File: config.mk
export PLATFORM = sky130hd
export DESIGN_NAME = dbus_wb_master
export DESIGN_NICKNAME = d
export VERILOG_FILES = /design/src/rtl/dbus_wb_master_pkg.sv /design/src/rtl/dbus_wb_master.sv
export SDC_FILE = /design/constraint.sdc
export NUM_CORES = 1
export LEC_CHECK = 0
export ABC_AREA = 1
export BUFFER_PORTS_ARGS = -buffer_cell sky130_fd_sc_hd__buf_2
export CAP_MARGIN = 20
export CORE_ASPECT_RATIO = 0.6
export CORE_UTILIZATION = 52
export DETAILED_ROUTE_END_ITERATION = 8
export PLACE_DENSITY = 0.85
export SLEW_MARGIN = 10
export SYNTH_ARGS = -nofsm -noshare
export SYNTH_HDL_FRONTEND = slang
export SYNTH_SLANG_ARGS = --single-unit
File: constraint.sdc
create_clock -name clk -period 3 [get_ports clk]
set_clock_uncertainty 0.05 [all_clocks]
set_input_delay 0.3 -clock clk [delete_from_list [all_inputs] [get_ports clk]]
set_output_delay 0.3 -clock clk [all_outputs]
set_load 0.02 [all_outputs]
File: src/rtl/dbus_wb_master_pkg.sv
// ---------------------------------------------------------------------------
// dbus_wb_master_pkg
//   Shared definitions for the mem-stage to Wishbone bridge: FSM state
//   encoding, default timeout configuration and the pipeline-level
//   enable/reset polarities used by the surrounding CPU.
// ---------------------------------------------------------------------------
package dbus_wb_master_pkg;

    // Bridge FSM, 2-bit encoding.
    typedef enum logic [1:0] {
        ST_IDLE       = 2'd0,   // waiting for a mem-stage request
        ST_BUSY       = 2'd1,   // Wishbone cycle in flight
        ST_WAIT_STALL = 2'd2    // access done, pipeline still held elsewhere
    } state_e;

    // Default bus timeout (BUSY cycles without ack); 0 disables the timeout.
    localparam int TIMEOUT_DEFAULT = 255;
    localparam int CNT_W_DEFAULT   = 8;

    // Pipeline-level polarities.
    localparam logic CHIP_ENABLE = 1'b1;
    localparam logic RST_ENABLE  = 1'b1;

    // True when the timeout counter has reached its final BUSY cycle.
    function automatic logic timeout_hit(input int cnt, input int limit);
        return (limit != 0) && (cnt == limit - 1);
    endfunction

endpackage

File: src/rtl/dbus_wb_master.sv
// ---------------------------------------------------------------------------
// dbus_wb_master
//   Bridges the mem stage's single-cycle data-RAM request onto a Wishbone B3
//   classic master port. The pipeline is held through stallreq_o until the
//   slave acks; read data is buffered for as long as another requester keeps
//   the pipeline stalled after the access has completed. A flush or a bus
//   timeout aborts the cycle.
//
// Ports
//   clk, rst         clock, synchronous active-high reset
//   stall_i[5:0]     ctrl stall vector {wb,mem,ex,id,if,pc}
//   flush_i          exception flush
//   cpu_ce_i         mem-stage request valid
//   cpu_we_i         1 = store, 0 = load
//   cpu_addr_i       byte address
//   cpu_sel_i        byte lanes (bit3 = bits[31:24])
//   cpu_data_i       store data (lane-replicated)
//   cpu_data_o       load data back to mem stage
//   stallreq_o       hold pipeline, access not complete
//   bus_err_o        one-cycle pulse on timeout abort
//   wb_*             Wishbone classic master signals
// ---------------------------------------------------------------------------
module dbus_wb_master
    import dbus_wb_master_pkg::*;
#(
    parameter int TIMEOUT_CYCLES = TIMEOUT_DEFAULT,
    parameter int CNT_W          = CNT_W_DEFAULT
) (
    input  logic        clk,
    input  logic        rst,
    input  logic [5:0]  stall_i,
    input  logic        flush_i,
    input  logic        cpu_ce_i,
    input  logic        cpu_we_i,
    input  logic [31:0] cpu_addr_i,
    input  logic [3:0]  cpu_sel_i,
    input  logic [31:0] cpu_data_i,
    output logic [31:0] cpu_data_o,
    output logic        stallreq_o,
    output logic        bus_err_o,
    output logic [31:0] wb_adr_o,
    output logic [31:0] wb_dat_o,
    input  logic [31:0] wb_dat_i,
    output logic        wb_we_o,
    output logic [3:0]  wb_sel_o,
    output logic        wb_stb_o,
    output logic        wb_cyc_o,
    input  logic        wb_ack_i
);

    state_e            state_q, state_d;
    logic [31:0]       adr_q, adr_d;
    logic [31:0]       dat_q, dat_d;
    logic              we_q, we_d;
    logic [3:0]        sel_q, sel_d;
    logic              stb_q, stb_d;
    logic              cyc_q, cyc_d;
    logic [CNT_W-1:0]  cnt_q, cnt_d;
    logic [31:0]       rd_buf_q, rd_buf_d;
    logic              bus_err_q, bus_err_d;
    logic              timeout_now;

    assign timeout_now = timeout_hit(int'(cnt_q), TIMEOUT_CYCLES);

    // Next-state and combinational outputs.
    always_comb begin
        state_d    = state_q;
        adr_d      = adr_q;
        dat_d      = dat_q;
        we_d       = we_q;
        sel_d      = sel_q;
        stb_d      = stb_q;
        cyc_d      = cyc_q;
        cnt_d      = cnt_q;
        rd_buf_d   = rd_buf_q;
        bus_err_d  = 1'b0;
        stallreq_o = 1'b0;
        cpu_data_o = 32'd0;

        case (state_q)
            ST_IDLE: begin
                if (cpu_ce_i == CHIP_ENABLE && !flush_i) begin
                    // Capture the request; cpu_* is not looked at again
                    // until the bridge returns here.
                    adr_d      = cpu_addr_i;
                    dat_d      = cpu_data_i;
                    we_d       = cpu_we_i;
                    sel_d      = cpu_sel_i;
                    stb_d      = 1'b1;
                    cyc_d      = 1'b1;
                    cnt_d      = '0;
                    stallreq_o = 1'b1;
                    state_d    = ST_BUSY;
                end
            end

            ST_BUSY: begin
                if (flush_i) begin
                    // Flush wins over a same-cycle ack: the instruction
                    // is being discarded, so its data is too.
                    stb_d    = 1'b0;
                    cyc_d    = 1'b0;
                    we_d     = 1'b0;
                    sel_d    = 4'd0;
                    rd_buf_d = 32'd0;
                    state_d  = ST_IDLE;
                end else if (wb_ack_i) begin
                    // Release the pipeline in the ack cycle itself and pass
                    // the load data straight through.
                    cpu_data_o = we_q ? 32'd0 : wb_dat_i;
                    stb_d      = 1'b0;
                    cyc_d      = 1'b0;
                    we_d       = 1'b0;
                    sel_d      = 4'd0;
                    if (!we_q) begin
                        rd_buf_d = wb_dat_i;
                    end
                    state_d = (stall_i != 6'd0) ? ST_WAIT_STALL : ST_IDLE;
                end else if (timeout_now) begin
                    stallreq_o = 1'b1;
                    stb_d      = 1'b0;
                    cyc_d      = 1'b0;
                    we_d       = 1'b0;
                    sel_d      = 4'd0;
                    rd_buf_d   = 32'd0;
                    bus_err_d  = 1'b1;
                    state_d    = ST_IDLE;
                end else begin
                    stallreq_o = 1'b1;
                    cnt_d      = cnt_q + 1'b1;
                end
            end

            ST_WAIT_STALL: begin
                // Keep presenting the load result while another stage
                // holds the pipeline; no new bus cycle is started here.
                cpu_data_o = rd_buf_q;
                if (flush_i) begin
                    rd_buf_d = 32'd0;
                    state_d  = ST_IDLE;
                end else if (stall_i == 6'd0) begin
                    state_d = ST_IDLE;
                end
            end

            default: begin
                state_d = ST_IDLE;
            end
        endcase
    end

    always_ff @(posedge clk) begin
        if (rst == RST_ENABLE) begin
            state_q   <= ST_IDLE;
            adr_q     <= 32'd0;
            dat_q     <= 32'd0;
            we_q      <= 1'b0;
            sel_q     <= 4'd0;
            stb_q     <= 1'b0;
            cyc_q     <= 1'b0;
            cnt_q     <= '0;
            rd_buf_q  <= 32'd0;
            bus_err_q <= 1'b0;
        end else begin
            state_q   <= state_d;
            adr_q     <= adr_d;
            dat_q     <= dat_d;
            we_q      <= we_d;
            sel_q     <= sel_d;
            stb_q     <= stb_d;
            cyc_q     <= cyc_d;
            cnt_q     <= cnt_d;
            rd_buf_q  <= rd_buf_d;
            bus_err_q <= bus_err_d;
        end
    end

    assign wb_adr_o  = adr_q;
    assign wb_dat_o  = dat_q;
    assign wb_we_o   = we_q;
    assign wb_sel_o  = sel_q;
    assign wb_stb_o  = stb_q;
    assign wb_cyc_o  = cyc_q;
    assign bus_err_o = bus_err_q;

endmodule
==> summary.txt, run 1 <==
Status
  – Status: finished, final reports clean

Hold path
  – Min-Delay Path Depth: 3
  – Worst hold path startpoint: cpu_data_i[29]
  – Worst hold endpoint: wb_dat_o[29]
  – Hold Crit Class: in -> reg

Yosys
  – Synth Warn #: 0
  – Synthesized-area fraction occupied by ao, oa, aoi and oai cells: about a fifth
  – Post-Synthesis Net Count: between 800 and 900
  – Proportion of synthesized area in mux cells: 0%
  – Gate count after technology mapping: around 760
  – Netlist area before placement: 0.00527 sq mm
  – Post-synthesis sequential element count: around 110
  – Register area share after synthesis: 43.0%
  – Area share of xor/xnor cells in the synthesized design: 0%
  – Adder-cell share of the synthesized area: 1.19%
  – Post-synthesis average cell area: between 6 and 7 sq um
  – Dominant combinational cell family by area after synthesis: simple AND/OR/NAND/NOR gates
  – Simple-gate share of the synthesized area: between 20% and 30%
  – Distinct cell type count after synthesis: 25

Clock network
  – Postcts setup bufs: 0
  – CTS Root Buffer Type: clkbuf_16
  – Clock Pin Slew Worst Setup and Hold Paths: around 0.06 ns
  – Clock H-tree levels: 4
  – Maximum clock path buffer count: 2
  – TritonCTS clock tree: yes
  – Number of gates resized after CTS: 0
  – Later-pin clock latency in the skew report: 0.40 ns
  – # clock sinks: ~110
  – Total clock buffers created by CTS: 17
  – Hold-fix buffers, CTS: 0

Finish
  – Non-filler cells, final: 1095
  – Commonest cells after routing, fill and taps aside: 216 x buf_2, 143 x a21oi_1, 142 x nand2_1
  – Fraction of final layout cells sized beyond drive strength 1: 28.6%
  – Nets: 1064
  – Antenna diode instance count: 0
  – Fillcell total: 881
  – Leading cell type in the layout, fill and taps excluded: buf_2
  – Synth-to-layout area growth: 31.5%

Global route
  – Via count of the first global-routing pass: 4864
  – Antenna violations before repair: 0
  – Residual overflow from global routing: 0
  – Total track usage: 27.2%
  – Wire length of the first global-routing pass: roughly 23 mm
  – Largest net degree at the start of global routing: 73

Power
  – Static leakage: roughly 0.0031 uW
  – Clock share of power: about a third
  – Power density normalized to cell area: between 800 and 900 mW/mm^2
  – Fraction of power consumed by sequential logic: roughly 32%
  – Net switching power: 2300 uW
  – Cell internal pwr: 3580 uW
  – Switching part of the total power: between 30% and 40%
  – Combinational share of power: 33.7%
  – Maximum ir drop on the vdd rail: between 0.5 and 0.6 mV

Timing
  – Actual slew at the worst max-slew pin: 0.669 ns
  – Setup repair after global routing missed its margin: no
  – Number of failing setup endpoints in the final timing report: 0
  – Final worst setup slack: around 0.37 ns
  – Highest clock rate: about 380 MHz
  – Final-layout setup total negative slack: 0 ns
  – Final Max Slew Viols: 0
  – Worst slew margin relative to its limit: approximately 55%
  – Clock period minus final worst setup slack: approximately 2.6 ns
  – Final Cycle Share: 87.6%
  – Final Hold Fails: 0

Critical path
  – Capture point of the worst reg-to-reg path: rd_buf_q[8]
  – Ordered cell list for the critical path: inv_1 > ha_1 > inv_2 > nor2_2 > buf_4 > nand3_1 > a21oi_1 > buf_2
  – Arrival time of data at the critical path endpoint: roughly 2.3 ns
  – Reg-to-reg setup timing slack: 0.71 ns
  – Reg2Reg Launch Point: state_q[0]
  – Path depth of the worst reg2reg path: 7
  – Buffers plus inverters on the worst setup path: 4
  – Nature of the critical path startpoint: flip-flop
  – Critical path endpoint category: primary output
  – Kind of critical path: reg -> out
  – CP Data Required Time: around 2.7 ns
  – Maximum single-stage delay on the critical path: approximately 0.33 ns
  – Largest fanout on the critical path: 32
  – Library cell contributing the largest single delay on the critical path: buf_4
  – Cell family with the largest share of critical-path delay: buffers and inverters
  – Number of stages on the worst setup path: 8

Floorplan
  – Floorplan die area: around 0.011 sq mm
  – Row Count: 28
  – Core ar.: around 0.01 sq mm
  – Die X: roughly 130 um
  – I/O pins: about 220
  – Starting Density: 53.5%
  – Chip height: around 80 um

Drt
  – Detailed-router iteration count before antenna repair: 5
  – Routed wire per std cell: approximately 13 um
  – Via count normalized by instance count: roughly 5.2
  – Violation count after the first detailed-routing iteration: between 400 and 500
  – Post-DRT Antenna Nets: 0
  – Detailed-route wire length: about 15 mm
  – Routed via count: between 5k and 6k
  – DRC viols: 0

Place
  – Placement Setup Slack: just under 0.8 ns
  – Dpl hpwl: just under 10 mm
  – Routability congestion estimate: about 0.88
  – Count of placed standard cells including taps: between 1k and 1.5k
  – Total of buffers placed on input and output ports: ~220

Run
  – Reported max-cap violation count: 0
-- registers in the layout, indices dropped and copies added (netlist names) --
signal / count
wb_adr_o: 32
wb_sel_o: 4
wb_we_o: 1
state_q: 2
rd_buf_q: 32
bus_err_o: 1
wb_cyc_o: 1
cnt_q: 8
wb_dat_o: 32
-- cells by family after synthesis --
family                     after synthesis
and+or+nand+nor                        290
AOI/OAI and AO/OA                      210
buffers and inverters                  144
DFF                                    113
adders and majority gates                5
-- power by group through the flow --
stage | Sequential (uW) | Clock (uW) | Combinational (uW)
2_1_floorplan | 2140 | 0 | 1200
3_3_place_gp | 1920 | 0 | 1910
3_5_place_dp | 1930 | 0 | 1940
6_report | 1900 | 1990 | 1980
5_1_grt | 1940 | 2090 | 2170
4_1_cts | 1900 | 2000 | 1960
-- per-stage QoR --
step	power (uW)	cell area, sq um	util [%]	hold slack (ns)
after floorplan	3340	5270	-	0.389
after global placement	3820	6330	64.3	0.379
after detailed placement	3870	6330	64.3	0.384
after CTS	5870	6930	70.3	0.0959
after global routing	6200	6930	70.3	0.106
final	5880	6930	70.3	0.105
-- synthesized netlist by cell type (all sizes together) --
cell type | number | share of area, %
nor2 | 56 | 4.2
buf | 34 | 3.4
dfxtp | 113 | 43
a21oi | 143 | 14
nor3 | 3 | 0.38
nand4 | 39 | 4.6
inv | 81 | 5.8
clkinv | 1 | 0.071
nand2 | 143 | 10
clkbuf | 28 | 2.0
o21ai | 66 | 6.3
a21boi | 1 | 0.21
ha | 5 | 1.2
or2 | 1 | 0.12
nand3 | 48 | 4.8
-- worst max path at each step --
stage,startpoint,end
2_1_floorplan,state_q[0],cpu_data_o[24]
3_3_place_gp,state_q[0],rd_buf_q[13]
3_5_place_dp,state_q[0],rd_buf_q[12]
4_1_cts,state_q[1],cpu_data_o[15]
5_1_grt,state_q[1],cpu_data_o[18]
6_report,state_q[1],cpu_data_o[7]
-- metal layers --
metal  wire [um]  vias to the layer above  track usage (%)  share of wire (%)
met4         157                        0             8.49                1.1
met1        6860                     2580             37.4                 47
li1            -                     2893                -                  -
met5           0                        -                0                  0
met3         946                       15             6.92                6.5
met2        6600                      214             42.0                 45
-- final cells by class --
type	count	area, sq um	area share, %
inverters	82	308	4.44
flip-flops and latches	113	2260	32.7
well taps	135	169	2.44
multi-input cells	505	2420	35.0
clock buffers	18	439	6.34
repair buffers	228	1170	16.9
clock inverters	14	155	2.24
-- worst min-delay path: cells and delay by family --
kind,cells,cell delay (ns)
compound gates,2,0.15
buf+inv,1,0.07
Note: power is estimated with default switching activity, not from simulation.
==> run 2: changes to the inputs <==
--- a/config.mk
+++ b/config.mk
@@ -9,6 +9,7 @@
 export BUFFER_PORTS_ARGS = -buffer_cell sky130_fd_sc_hd__buf_2
 export CAP_MARGIN = 20
 export CORE_ASPECT_RATIO = 0.6
+export CORE_MARGIN = 2
 export CORE_UTILIZATION = 52
 export DETAILED_ROUTE_END_ITERATION = 8
 export PLACE_DENSITY = 0.85
==> summary.txt, run 2 (synthesized netlist as in run 1, its figures left out) <==
Status
  – Status: finished, final reports clean

Global route
  – Largest net degree at the start of global routing: 68 (-6.8%)
  – Wire length of the first global-routing pass: 22.1 mm (-4.5%)
  – Via count of the first global-routing pass: 4639 (-4.6%)
  – Total track usage: 24.9% (-2.3 points)
  – Residual overflow from global routing: 0 (unchanged)
  – GR met3 Demand/Resource: 6.36% (-0.56 points)
  – Met2 track demand over resource in global routing: 37.5% (-4.5 points)
  – Routing layer with the top usage in global route: met2
  – Met1 usage: 34.9% (-2.4 points)
  – Antenna violations before repair: 0 (unchanged)

Finish
  – Leading cell type in the layout, fill and taps excluded: buf_2
  – Synth-to-layout area growth: 31.8%
  – Antenna diode instance count: 0 (unchanged)
  – Fraction of final layout cells sized beyond drive strength 1: 28.6% (unchanged)
  – Nets: 1064 (unchanged)
  – Commonest cells after routing, fill and taps aside: 216 x buf_2, 143 x a21oi_1, 142 x nand2_1

Critical path
  – Arrival time of data at the critical path endpoint: 2.30 ns (+0.02 ns)
  – Buffers plus inverters on the worst setup path: 4 (unchanged)
  – Path depth of the worst reg2reg path: 7 (unchanged)
  – Library cell contributing the largest single delay on the critical path: buf_4
  – Nature of the critical path startpoint: flip-flop
  – CP Data Required Time: 2.65 ns (about the same)
  – Number of stages on the worst setup path: 8 (unchanged)
  – Ordered cell list for the critical path: inv_1 > ha_1 > inv_2 > nor2_2 > buf_4 > nand3_1 > a21oi_1 > buf_2
  – Cell family with the largest share of critical-path delay: buffers and inverters
  – Worst setup path start: state_q[1]
  – Kind of critical path: reg -> out
  – Maximum single-stage delay on the critical path: 0.33 ns (about the same)
  – Critical path endpoint category: primary output
  – Reg2Reg Launch Point: state_q[1]
  – Largest fanout on the critical path: 32 (unchanged)

Clock network
  – CTS Root Buffer Type: clkbuf_16
  – Hold-fix buffers, CTS: 0 (unchanged)
  – Later-pin clock latency in the skew report: 0.39 ns (about the same)
  – Number of gates resized after CTS: 0 (unchanged)
  – Postcts setup bufs: 0 (unchanged)
  – TritonCTS clock tree: yes
  – Total clock buffers created by CTS: 17 (unchanged)
  – Clock Pin Slew Worst Setup and Hold Paths: 0.06 ns (about the same)
  – Clock H-tree levels: 4 (unchanged)
  – # clock sinks: 113 (unchanged)
  – Maximum clock path buffer count: 2 (unchanged)

Timing
  – Final Max Slew Viols: 0 (unchanged)
  – Actual slew at the worst max-slew pin: 0.915 ns (+0.245 ns)
  – Final-layout setup total negative slack: 0 ns (unchanged)
  – Setup repair after global routing missed its margin: no
  – Highest clock rate: 378 MHz (-0.76%)
  – Worst slew margin relative to its limit: 38.6% (-17 points)
  – Final Hold Fails: 0 (unchanged)
  – Worst hold slack after final layout: 0.110 ns (+0.00444 ns)
  – Clock period minus final worst setup slack: 2.65 ns (+0.0202 ns)
  – Number of failing setup endpoints in the final timing report: 0 (unchanged)
  – Final Cycle Share: 88.3% (+0.67 points)

Place
  – Total of buffers placed on input and output ports: 216 (unchanged)
  – Dpl hpwl: 9.58 mm (-1.7%)
  – Routability congestion estimate: 0.864 (-2.2%)

Floorplan
  – Die X: 134 um (+1.5%)
  – Chip height: 81.9 um (+2.5%)
  – Starting Density: 53.5% (unchanged)
  – I/O pins: 217 (unchanged)
  – Floorplan die area: 0.0110 sq mm (+4.1%)
  – Row Count: 28 (unchanged)
  – Core ar.: 0.00984 sq mm (unchanged)

Power
  – Total power after layout: 5880 uW (about the same)
  – Maximum ir drop on the vdd rail: 0.544 mV (-3.5%)
  – Static leakage: 0.00307 uW (+0.21%)
  – Power density normalized to cell area: 847 mW/mm^2 (-0.15%)

Drt
  – Via count normalized by instance count: 5.20 (-0.21%)
  – Detailed-route wire length: 14.4 mm (-1.1%)
  – Post-DRT Antenna Nets: 0 (unchanged)
  – DRC viols: 0 (unchanged)
  – Violation count after the first detailed-routing iteration: 492 (+1.4%)
  – Detailed-router iteration count before antenna repair: 5 (unchanged)
  – Routed via count: 5690 (-0.21%)
  – Routed wire per std cell: 13.2 um (-1.1%)

Hold path
  – Hold Crit Class: in -> reg
  – Worst hold path startpoint: cpu_data_i[22]
  – Min-Delay Path Depth: 3 (unchanged)

Run
  – Reported max-cap violation count: 0 (unchanged)
run 2: changes by cell type in the layout (fill, tap and decap cells not counted), sizes merged:
| cell | change |
|---|---|
| clkinvlp | -1 |
| clkinv | +1 |
run 2: path summary, 6_finish.rpt:
kind | to | slack (ns)
max | cpu_data_o[24] | 0.35
min | wb_dat_o[22] | 0.11
max reg2reg | rd_buf_q[15] | 0.79
min reg2reg | wb_adr_o[28] | 0.39
run 2: per-stage QoR:
step,cells,setup slack [ns],util (%),area [sq um]
finish,1095,0.352,70.5,6940
global placement,1063,0.853,64.4,6340
CTS,1095,0.369,70.5,6940
floorplan,762,1.04,-,5270
detailed placement,1063,0.818,64.4,6340
global route,1095,0.170,70.5,6940
run 2: area by class of cell:
class                      instances  area (sq um)
multi-input combinational        505          2420
fill                             830          2910
clock inverter                    14           156
tap                              135           169
timing repair buffer             228          1180
inverter                          82           308
clock buffer                      18           439
sequential                       113          2260
run 2: routing by layer:
layer	share of wire, %	vias to the layer above
met1	47	2553
met3	7.5	16
met5	0	-
li1	-	2885
met2	44	236
met4	1.1	0
run 2: worst reg2reg max path: stages, from the launching register on:
cell and delay, ns:
dfxtp_1 0.31, inv_1 0.09, ha_1 0.32, inv_2 0.20
o21ai_2 0.21, nand3_2 0.56, nand2_1 0.25, a21oi_1 0.09
run 2: where the power goes:
part           internal, uW  switching [uW]
sequential             1760             144
combinational           570            1410
clock                  1250             738
total                  3590            2290
==> run 3: changes to the inputs <==
==> constraint.sdc (replaced) <==
create_clock -name clk -period 3 [get_ports clk]
set_clock_uncertainty 0.05 [all_clocks]
set_input_delay 0.3 -clock clk [delete_from_list [all_inputs] [get_ports clk]]
set_output_delay 0.3 -clock clk [all_outputs]
set_load 0.1 [all_outputs]
==> summary.txt, run 3 (synthesized netlist as in run 1, its figures left out) <==
Clock network
  – TritonCTS clock tree: yes
  – Later-pin clock latency in the skew report: 0.40 ns (about the same)
  – Hold-fix buffers, CTS: 0 (unchanged)
  – # clock sinks: 113 (unchanged)
  – CTS Root Buffer Type: clkbuf_16
  – Number of gates resized after CTS: 0 (unchanged)
  – Clock Pin Slew Worst Setup and Hold Paths: 0.06 ns (about the same)
  – Total clock buffers created by CTS: 17 (unchanged)
  – Maximum clock path buffer count: 2 (unchanged)
  – Clock H-tree levels: 4 (unchanged)
  – Postcts setup bufs: 0 (unchanged)

Drt
  – Routed wire per std cell: 13.5 um (+2.3%)
  – Met2 routed wirelength: 6.85 mm (+7.1%)
  – Post-DRT Antenna Nets: 0 (unchanged)
  – Detailed-router iteration count before antenna repair: 5 (unchanged)
  – Routed via count: 5678 (-0.21%)
  – Met1 layer wirelength in the final routing: 6.80 mm (+0.53%)
  – DRC viols: 0 (unchanged)
  – DR top layer: met4
  – Violation count after the first detailed-routing iteration: 498 (+1.2%)
  – Detailed-routed wire length on met3: 981 um (-9.7%)
  – Via count normalized by instance count: 5.19 (-0.21%)
  – Detailed-route wire length: 14.7 mm (+2.3%)

Place
  – Routability congestion estimate: 0.900 (+4.2%)
  – Dpl hpwl: 9.89 mm (+3.3%)
  – Total of buffers placed on input and output ports: 216 (unchanged)
  – Placement Setup Slack: 0.629 ns (-0.189 ns)

Timing
  – Highest clock rate: 355 MHz (-6.0%)
  – Final Cycle Share: 93.9% (+5.6 points)
  – Number of failing setup endpoints in the final timing report: 0 (unchanged)
  – Actual slew at the worst max-slew pin: 0.686 ns (-0.229 ns)
  – Final-layout setup total negative slack: 0 ns (unchanged)
  – Final Max Slew Viols: 0 (unchanged)
  – Clock period minus final worst setup slack: 2.82 ns (+0.169 ns)
  – Final Hold Fails: 0 (unchanged)
  – Worst slew margin relative to its limit: 54.2% (+16 points)
  – Final worst setup slack: 0.182 ns (-0.169 ns)
  – Setup repair after global routing missed its margin: no

Run
  – Reported max-cap violation count: 0 (unchanged)

Hold path
  – Worst hold path startpoint: cpu_addr_i[22]
  – Min-Delay Path Depth: 3 (unchanged)
  – Hold Crit Class: in -> reg
  – Worst hold endpoint: wb_adr_o[22]

Critical path
  – Reg2Reg Launch Point: state_q[1]
  – Arrival time of data at the critical path endpoint: 2.47 ns (+0.17 ns)
  – Reg-to-reg setup timing slack: 0.76 ns (-0.03 ns)
  – Maximum single-stage delay on the critical path: 0.44 ns (+0.11 ns)
  – Critical path endpoint category: primary output
  – Kind of critical path: reg -> out
  – Nature of the critical path startpoint: flip-flop
  – Ordered cell list for the critical path: inv_1 > ha_1 > inv_2 > nor2_2 > buf_4 > nand3_1 > a21oi_2 > buf_2
  – Library cell contributing the largest single delay on the critical path: buf_2
  – CP Data Required Time: 2.65 ns (about the same)
  – Buffers plus inverters on the worst setup path: 4 (unchanged)
  – Capture point of the worst reg-to-reg path: cnt_q[7]
  – Path depth of the worst reg2reg path: 8 (+1)
  – Largest fanout on the critical path: 32 (unchanged)
  – Cell family with the largest share of critical-path delay: buffers and inverters

Finish
  – Antenna diode instance count: 0 (unchanged)
  – Commonest cells after routing, fill and taps aside: 212 x buf_2, 142 x nand2_1, 113 x dfxtp_1
  – Leading cell type in the layout, fill and taps excluded: buf_2
  – Nets: 1064 (unchanged)
  – Share of the core filled with cells: 72.0% (+1.5 points)
  – Fraction of final layout cells sized beyond drive strength 1: 32.0% (+3.3 points)
  – Synth-to-layout area growth: 34.6%
  – Fillcell total: 828 (-0.24%)

Floorplan
  – Row Count: 28 (unchanged)
  – Die X: 134 um (unchanged)
  – Floorplan die area: 0.0110 sq mm (unchanged)
  – Starting Density: 53.5% (unchanged)
  – Chip height: 81.9 um (unchanged)
  – I/O pins: 217 (unchanged)
  – Core ar.: 0.00984 sq mm (unchanged)

Global route
  – Wire length of the first global-routing pass: 22.2 mm (about the same)
  – Total track usage: 25.2% (+0.24 points)
  – Antenna violations before repair: 0 (unchanged)
  – Largest net degree at the start of global routing: 65 (-4.4%)
  – Residual overflow from global routing: 0 (unchanged)
  – Via count of the first global-routing pass: 4603 (-0.78%)

Power
  – Static leakage: 0.00308 uW (+0.16%)
  – Power density normalized to cell area: 1020 mW/mm^2 (+21%)
  – Total power after layout: 7250 uW (+23%)
  – Maximum ir drop on the vdd rail: 0.860 mV (+58%)

Status
  – Status: finished, final reports clean
run 3: cell count changes in the layout (fill, tap and decap cells not counted):
cell | before | now
a21oi_1 | 143 | 111
a21oi_2 | 0 | 32
buf_2 | 216 | 212
clkbuf_4 | 0 | 4
inv_6 | 3 | 7
clkinv_4 | 4 | 2
buf_12 | 1 | 2
buf_4 | 11 | 10
clkbuf_8 | 1 | 0
clkinv_2 | 1 | 0
clkinvlp_4 | 4 | 3
inv_8 | 0 | 1
run 3: layer usage:
metal | vias to the layer above | track usage [%]
met5 | - | 0
met4 | 0 | 6.81
met3 | 12 | 5.99
met2 | 208 | 39.5
met1 | 2570 | 35.0
li1 | 2888 | -
run 3: where the power goes:
| group | internal (uW) | switching, uW |
|---|---|---|
| Combinational | 578 | 2760 |
| Clock | 1250 | 767 |
| Sequential | 1760 | 141 |
| Total | 3590 | 3670 |
run 3: tightest hold or removal path, cell delays in order:
cell	delay, ns
buf_2	0.07
o21ai_1	0.05
a21oi_1	0.10
run 3: stage by stage:
stage	cells	instance area (sq um)	hold slack [ns]
2_1_floorplan	762	5390	0.389
3_3_place_gp	1063	6480	0.380
3_5_place_dp	1063	6480	0.384
4_1_cts	1095	7070	0.0956
5_1_grt	1095	7080	0.101
6_report	1095	7080	0.108
run 3: cell type report:
cell class                      instances  area (sq um)  share of cell area [%]
Timing Repair Buffer                  228          1210                    17.0
Multi-Input combinational cell        505          2540                    35.9
Tap cell                              135           169                    2.38
Clock inverter                         15           173                    2.44
Sequential cell                       113          2260                    31.9
Clock buffer                           17           425                    6.00
Inverter                               82           308                    4.34
run 3: how the worst max path moves through the flow:
stage	end	slack (ns)	cells after the start	from
after floorplan	cpu_data_o[0]	0.42	4	wb_we_o
after global placement	cpu_data_o[4]	0.72	8	state_q[1]
after detailed placement	cpu_data_o[7]	0.63	8	state_q[1]
after CTS	cpu_data_o[7]	0.20	8	state_q[1]
after global routing	cpu_data_o[12]	0.0003	8	state_q[1]
final	cpu_data_o[7]	0.18	8	state_q[1]
